<file path="src/rtl/cpu_pkg.sv">
// Shared cpu front-end types: widths, fetch FSM states and the bundle record.
package cpu_pkg;
   localparam int XLEN    = 32;
   localparam int INSTR_W = 32;
   localparam int DEF_CORES = 4;

   typedef enum logic {
      FETCH = 1'b0,
      HALT  = 1'b1
   } fetch_state_e;

   typedef struct packed {
      logic [XLEN-1:0]              pc;
      logic [DEF_CORES*INSTR_W-1:0] data;
   } bundle_t;
endpackage

</file>
<file path="src/rtl/fetch_skid_buffer.sv">
// Two-entry valid/ready FIFO holding fetched bundles, with synchronous flush.
module fetch_skid_buffer
   import cpu_pkg::*;
#(
   parameter type T = bundle_t
) (
   input  logic       clk,
   input  logic       rst_n,
   input  logic       flush_i,
   input  logic       push_i,
   input  T           push_data_i,
   input  logic       pop_i,
   output logic       valid_o,
   output T           data_o,
   output logic [1:0] count_o
);
   T           mem_q [2];
   logic [1:0] cnt_q, cnt_d;
   logic       head_q, head_d;
   logic       do_pop, do_push, wr_idx;

   always_comb begin
      do_pop  = pop_i && (cnt_q != 2'd0);
      do_push = push_i && !flush_i;
      // tail slot; with a full buffer this is the slot being popped
      wr_idx  = head_q ^ cnt_q[0];
      cnt_d   = cnt_q + {1'b0, do_push} - {1'b0, do_pop};
      head_d  = head_q ^ do_pop;
      if (flush_i) begin
         cnt_d  = 2'd0;
         head_d = 1'b0;
      end
   end

   always_ff @(posedge clk) begin
      if (!rst_n) begin
         cnt_q  <= 2'd0;
         head_q <= 1'b0;
      end else begin
         cnt_q  <= cnt_d;
         head_q <= head_d;
      end
   end

   always_ff @(posedge clk) begin
      if (do_push) mem_q[wr_idx] <= push_data_i;
   end

   assign valid_o = (cnt_q != 2'd0);
   assign data_o  = mem_q[head_q];
   assign count_o = cnt_q;
endmodule

</file>
<file path="src/rtl/fetch_bundle_unit.sv">
// PC, fetch FSM and bundle issue for the multi-core front end.
// Optional FETCH_PERF_EN adds transfer/redirect counters.
module fetch_bundle_unit
   import cpu_pkg::*;
#(
   parameter int          CORES    = 4,
   parameter logic [31:0] RESET_PC = 32'h0
) (
   input  logic                  clk,
   input  logic                  rst_n,
   output logic [31:0]           imem_addr,
   output logic                  imem_req,
   input  logic [32*CORES-1:0]   imem_rdata,
   input  logic                  redirect_valid,
   input  logic [31:0]           redirect_target,
   input  logic                  halt_req,
   output logic                  bundle_valid,
   input  logic                  bundle_ready,
   output logic [32*CORES-1:0]   bundle_data,
   output logic [31:0]           bundle_pc,
   output logic [31:0]           pcOut,
   output logic                  fetch_fault
`ifdef FETCH_PERF_EN
   ,
   output logic [31:0]           perf_bundles,
   output logic [31:0]           perf_redirects
`endif
);
   localparam logic [XLEN-1:0] STEP = XLEN'(4 * CORES);

   typedef struct packed {
      logic [XLEN-1:0]          pc;
      logic [CORES*INSTR_W-1:0] data;
   } fb_t;

   fetch_state_e state_q, state_d;
   logic [31:0]  pc_q, pc_d;
   logic         infl_q, infl_d;
   logic [31:0]  infl_pc_q, infl_pc_d;
   logic         fault_q, fault_d;

   logic         redir_ok, redir_bad;
   logic         pop, push, issue;
   logic [1:0]   buf_cnt, occ;
   logic         buf_valid;
   fb_t          buf_in, buf_out;

   always_comb begin
      redir_ok  = redirect_valid && (redirect_target[1:0] == 2'b00);
      redir_bad = redirect_valid && !redir_ok;
      pop       = buf_valid && bundle_ready;
      // a head leaving this cycle frees its slot for the new request
      occ       = buf_cnt + {1'b0, infl_q} - {1'b0, pop};
      issue     = (state_q == FETCH) && (occ < 2'd2) && !redir_bad;
      push      = infl_q && !redir_ok;
      state_d   = state_q;
      pc_d      = pc_q;
      infl_d    = issue && !redir_ok;
      infl_pc_d = pc_q;
      fault_d   = fault_q || redir_bad;
      if (issue) pc_d = pc_q + STEP;
      if (redir_ok) pc_d = redirect_target;
      if (halt_req || redir_bad) state_d = HALT;
   end

   always_ff @(posedge clk) begin
      if (!rst_n) begin
         state_q   <= FETCH;
         pc_q      <= RESET_PC;
         infl_q    <= 1'b0;
         infl_pc_q <= RESET_PC;
         fault_q   <= 1'b0;
      end else begin
         state_q   <= state_d;
         pc_q      <= pc_d;
         infl_q    <= infl_d;
         infl_pc_q <= infl_pc_d;
         fault_q   <= fault_d;
      end
   end

   assign buf_in = '{pc: infl_pc_q, data: imem_rdata};

   fetch_skid_buffer #(
      .T(fb_t)
   ) u_skid (
      .clk        (clk),
      .rst_n      (rst_n),
      .flush_i    (redir_ok),
      .push_i     (push),
      .push_data_i(buf_in),
      .pop_i      (bundle_ready),
      .valid_o    (buf_valid),
      .data_o     (buf_out),
      .count_o    (buf_cnt)
   );

   assign imem_req     = issue;
   assign imem_addr    = pc_q;
   assign pcOut        = pc_q;
   assign fetch_fault  = fault_q;
   assign bundle_valid = buf_valid;
   assign bundle_pc    = buf_out.pc;
   assign bundle_data  = buf_out.data;

`ifdef FETCH_PERF_EN
   logic [31:0] perf_b_q, perf_r_q;

   always_ff @(posedge clk) begin
      if (!rst_n) begin
         perf_b_q <= 32'd0;
         perf_r_q <= 32'd0;
      end else begin
         if (pop) perf_b_q <= perf_b_q + 32'd1;
         if (redir_ok) perf_r_q <= perf_r_q + 32'd1;
      end
   end

   assign perf_bundles   = perf_b_q;
   assign perf_redirects = perf_r_q;
`endif
endmodule
</file>
<file path="config.mk">
export PLATFORM = sky130hd
export DESIGN_NAME = fetch_bundle_unit
export DESIGN_NICKNAME = d
export VERILOG_FILES = /design/src/rtl/cpu_pkg.sv /design/src/rtl/fetch_skid_buffer.sv /design/src/rtl/fetch_bundle_unit.sv
export SDC_FILE = /design/constraint.sdc
export NUM_CORES = 1
export LEC_CHECK = 0
export CAP_MARGIN = 20
export CORE_MARGIN = 2
export CORE_UTILIZATION = 25
export DETAILED_ROUTE_END_ITERATION = 8
export PLACE_DENSITY_LB_ADDON = 0.08
export SYNTH_ARGS = -nofsm -noshare
export SYNTH_HDL_FRONTEND = slang
export SYNTH_SLANG_ARGS = --single-unit
</file>
<file path="constraint.sdc">
create_clock -name clk -period 9.55 [get_ports clk]
set_input_delay 2.3875 -clock clk [delete_from_list [all_inputs] [get_ports clk]]
set_output_delay 2.3875 -clock clk [all_outputs]
set_load 0.005 [all_outputs]
</file>
==> flow_metrics.env <==
export IMPL_grt_max_degree=59
export IMPL_layout_nets=1424
export IMPL_grt_usage=0.1310
export IMPL_place_inst=1971
export IMPL_synthCells=871
export IMPL_portBuffers=391
export IMPL_grt_ovfl_total=0
export IMPL_clkSlewWorstSetupHoldPaths_ns=0.05
export IMPL_r2r_cells=4
export IMPL_route_detailed_drc=0
export IMPL_critPathMaxFanout=16
export IMPL_maxCapViolCount=0
export IMPL_period_needed_ns=7.330
export IMPL_die_w_um=246.3
export IMPL_root_buffer="clkbuf_16"
export IMPL_place_ws_ns=2.288
export IMPL_initial_core_util=0.2535
export IMPL_num_vias=8721
export IMPL_worstMarginPinSlew_ns=1.083
export IMPL_clk_insertion_delay_late_ns=0.57
export IMPL_cts_buffers=47
export IMPL_ys_seq_elements=390
export IMPL_skew_ns=0.02143
export IMPL_cp_common_cell="clkdlybuf4s50_1"
export IMPL_peakVddDrop_mv=0.1309
export IMPL_hold_viol=0
export IMPL_clockBufferDepth=3
export IMPL_cpPeakStageDelay_ns=0.62
export IMPL_critPathBufInv=3
export IMPL_ys_seq_area_frac=0.7500
export IMPL_syn_to_final_growth_pct=42.09
export IMPL_slew_violations=0
export IMPL_antenna_found_initial=3
export IMPL_final_common_cell="clkdlybuf4s50_1"
export IMPL_fin_cells=2061
export IMPL_relSlewSlack=0.2781
export IMPL_crit_slowest_cell="xnor2_2"
export IMPL_synthDistinctLibCells=48
export IMPL_ctsResizeCount=0
export IMPL_synth_nets=1039
export IMPL_cts_tree="yes"
export IMPL_endpoint_kind="primary output"
export IMPL_cp_arrival_ns=4.94
export IMPL_power_leakage_nw=6.882
export IMPL_worstSetupPathType="primary input to primary output"
export IMPL_rsz0062_at_grt="no"
export IMPL_setup_tns_ns=0
export IMPL_crit_chain="clkdlybuf4s50_1, and2_1, ha_1, xor2_1, xnor2_2, nand2_1, clkinv_1, clkdlybuf4s50_1"
export IMPL_finalCritPeriodShare=0.7675
export IMPL_final_cell_mix="clkdlybuf4s50_1 (390), edfxtp_1 (320), mux2_2 (161)"
export IMPL_coreArea_um2=57920
export IMPL_grt_pass1_wl_um=58710
export IMPL_wl_per_cell_um=19.87
export IMPL_hold_ws_ns=0.4241
export IMPL_cp_data_required_time_ns=7.16
export IMPL_drt_vias_per_instance=4.231
export IMPL_fmax_mhz=136.4
export IMPL_fin_ws_ns=2.220
export IMPL_totalWireLength_um=40950
export IMPL_synth_area_um2=14680
export IMPL_clock_sinks=390
export IMPL_outcome="finished clean"
export IMPL_ant_nets=0
export IMPL_finalWeightedCongestion=0.7569
export IMPL_first_global_vias=8930
export IMPL_drtPass1Iterations=4
export IMPL_cp_num_cells=8
export IMPL_cts_setup_buffers=0
export IMPL_synth_main_ff_cell="edfxtp_1"
export IMPL_synth_async_reset_ratio=0
export IMPL_synth_edf_count=320
export IMPL_drtIter0Drc=422
export IMPL_critPathTopFamily="buffers and inverters"
export IMPL_hold_path_depth=0
export IMPL_ctsHtreeMaxLevel=2
export IMPL_drive_above_1_share=0.1938
export IMPL_powerDensity_nw_per_um2=249.2
export IMPL_die_area_um2=60680
export IMPL_hold_path_class="flip-flop to flip-flop"
export IMPL_fp_row_count=88
export IMPL_die_h_um=246.3
export IMPL_setup_viol=0
export IMPL_n_fill_cell=5592
export IMPL_worst_setup_path_start_kind="primary input"
export IMPL_ys_warn_count=0
export IMPL_hpwl_um=26940
export IMPL_syn_avg_cell_area_um2=16.85
export IMPL_ios=392
export IMPL_hold_buffers=0
==> layout make-up <==
| type | instances | area [µm²] | area share |
|---|---|---|---|
| Sequential cell | 390 | 11010 | 0.5280 |
| Timing Repair Buffer | 402 | 3989 | 0.1912 |
| Multi-Input combinational cell | 401 | 3259 | 0.1563 |
| Clock buffer | 70 | 1346 | 0.06454 |
| Tap cell | 765 | 957.2 | 0.04589 |
| Clock inverter | 18 | 237.7 | 0.01140 |
| Inverter | 14 | 52.55 | 0.002519 |
| Antenna cell | 1 | 2.502 | 0.0001200 |
==> worst register-to-register path: stages (launching register included) <==
cell     delay, ns
dfxtp_4       0.88
xor2_1        0.25
nor2_4        0.51
buf_4         0.63
buf_4         0.76
==> path summary, 6_finish.rpt <==
| kind | startpoint | endpoint | slack, ns |
|---|---|---|---|
| hold reg to reg | infl_pc_q[16]$_SDFF_PN0_ | u_skid.mem_q[0][144]$_DFFE_PP_ | 0.42 |
| hold / removal | infl_pc_q[16]$_SDFF_PN0_ | u_skid.mem_q[0][144]$_DFFE_PP_ | 0.42 |
| setup / recovery | bundle_ready | imem_req | 2.22 |
| setup reg to reg | u_skid.head_q$_SDFF_PP0_ | u_skid.mem_q[0][72]$_DFFE_PP_ | 6.14 |
==> registers in the layout (all words and copies together), names as in the netlist <==
register,count
u_skid.count_o,2
fetch_fault,1
infl_q,1
infl_pc_q,32
imem_addr,32
u_skid.head_q,1
state_q,1
u_skid.mem_q,320
==> Yosys cell counts, types with 4 or more instances <==
library cell / number / area share
a21oi_1: 19 / 0.0065
a31oi_1: 12 / 0.0051
and2_1: 31 / 0.013
and3_1: 10 / 0.0043
and4_1: 4 / 0.0024
buf_4: 32 / 0.016
clkbuf_1: 32 / 0.0082
dfxtp_1: 70 / 0.095
edfxtp_1: 320 / 0.65
inv_1: 12 / 0.0031
mux2_2: 161 / 0.12
nand2_1: 30 / 0.0077
nand3_1: 19 / 0.0065
nand4_1: 9 / 0.0038
nor2_1: 23 / 0.0059
nor3_1: 5 / 0.0017
nor4_1: 4 / 0.0017
o211ai_1: 4 / 0.0020
o21a_1: 4 / 0.0020
o21ai_0: 17 / 0.0058
xor2_1: 9 / 0.0054
==> where the power goes <==
part,internal (W),switching (W)
clock network,0.00111,0.000691
registers,0.00206,0.0000921
logic,0.000712,0.000530
total,0.00388,0.00131
==> routing by layer <==
| layer | part of all wire | track usage |
|---|---|---|
| met5 | 0.00066 | 0 |
| met4 | 0.017 | 0.03437 |
| met3 | 0.069 | 0.03932 |
| met2 | 0.48 | 0.2150 |
| met1 | 0.43 | 0.1679 |
==> through the flow <==
| stage | power [W] | util | area (µm²) |
|---|---|---|---|
| 4_1_cts | 0.005325 | 0.3600 | 20850 |
| 5_1_grt | 0.005462 | 0.3601 | 20860 |
| 3_3_place_gp | 0.003473 | 0.3327 | 19270 |
| 3_5_place_dp | 0.003467 | 0.3327 | 19270 |
| 6_report | 0.005198 | 0.3602 | 20860 |
| 2_1_floorplan | 0.002731 | - | 14680 |
==> cell families after synthesis <==
logic type	share of synthesized area
flops	0.7500
simple gates	0.05412
xor+xnor	0.008268
compound gates	0.03205
mux	0.1242
buf+inv	0.02881
fa+ha+maj	0.002557
Note: power is estimated with default switching activity, not from simulation.
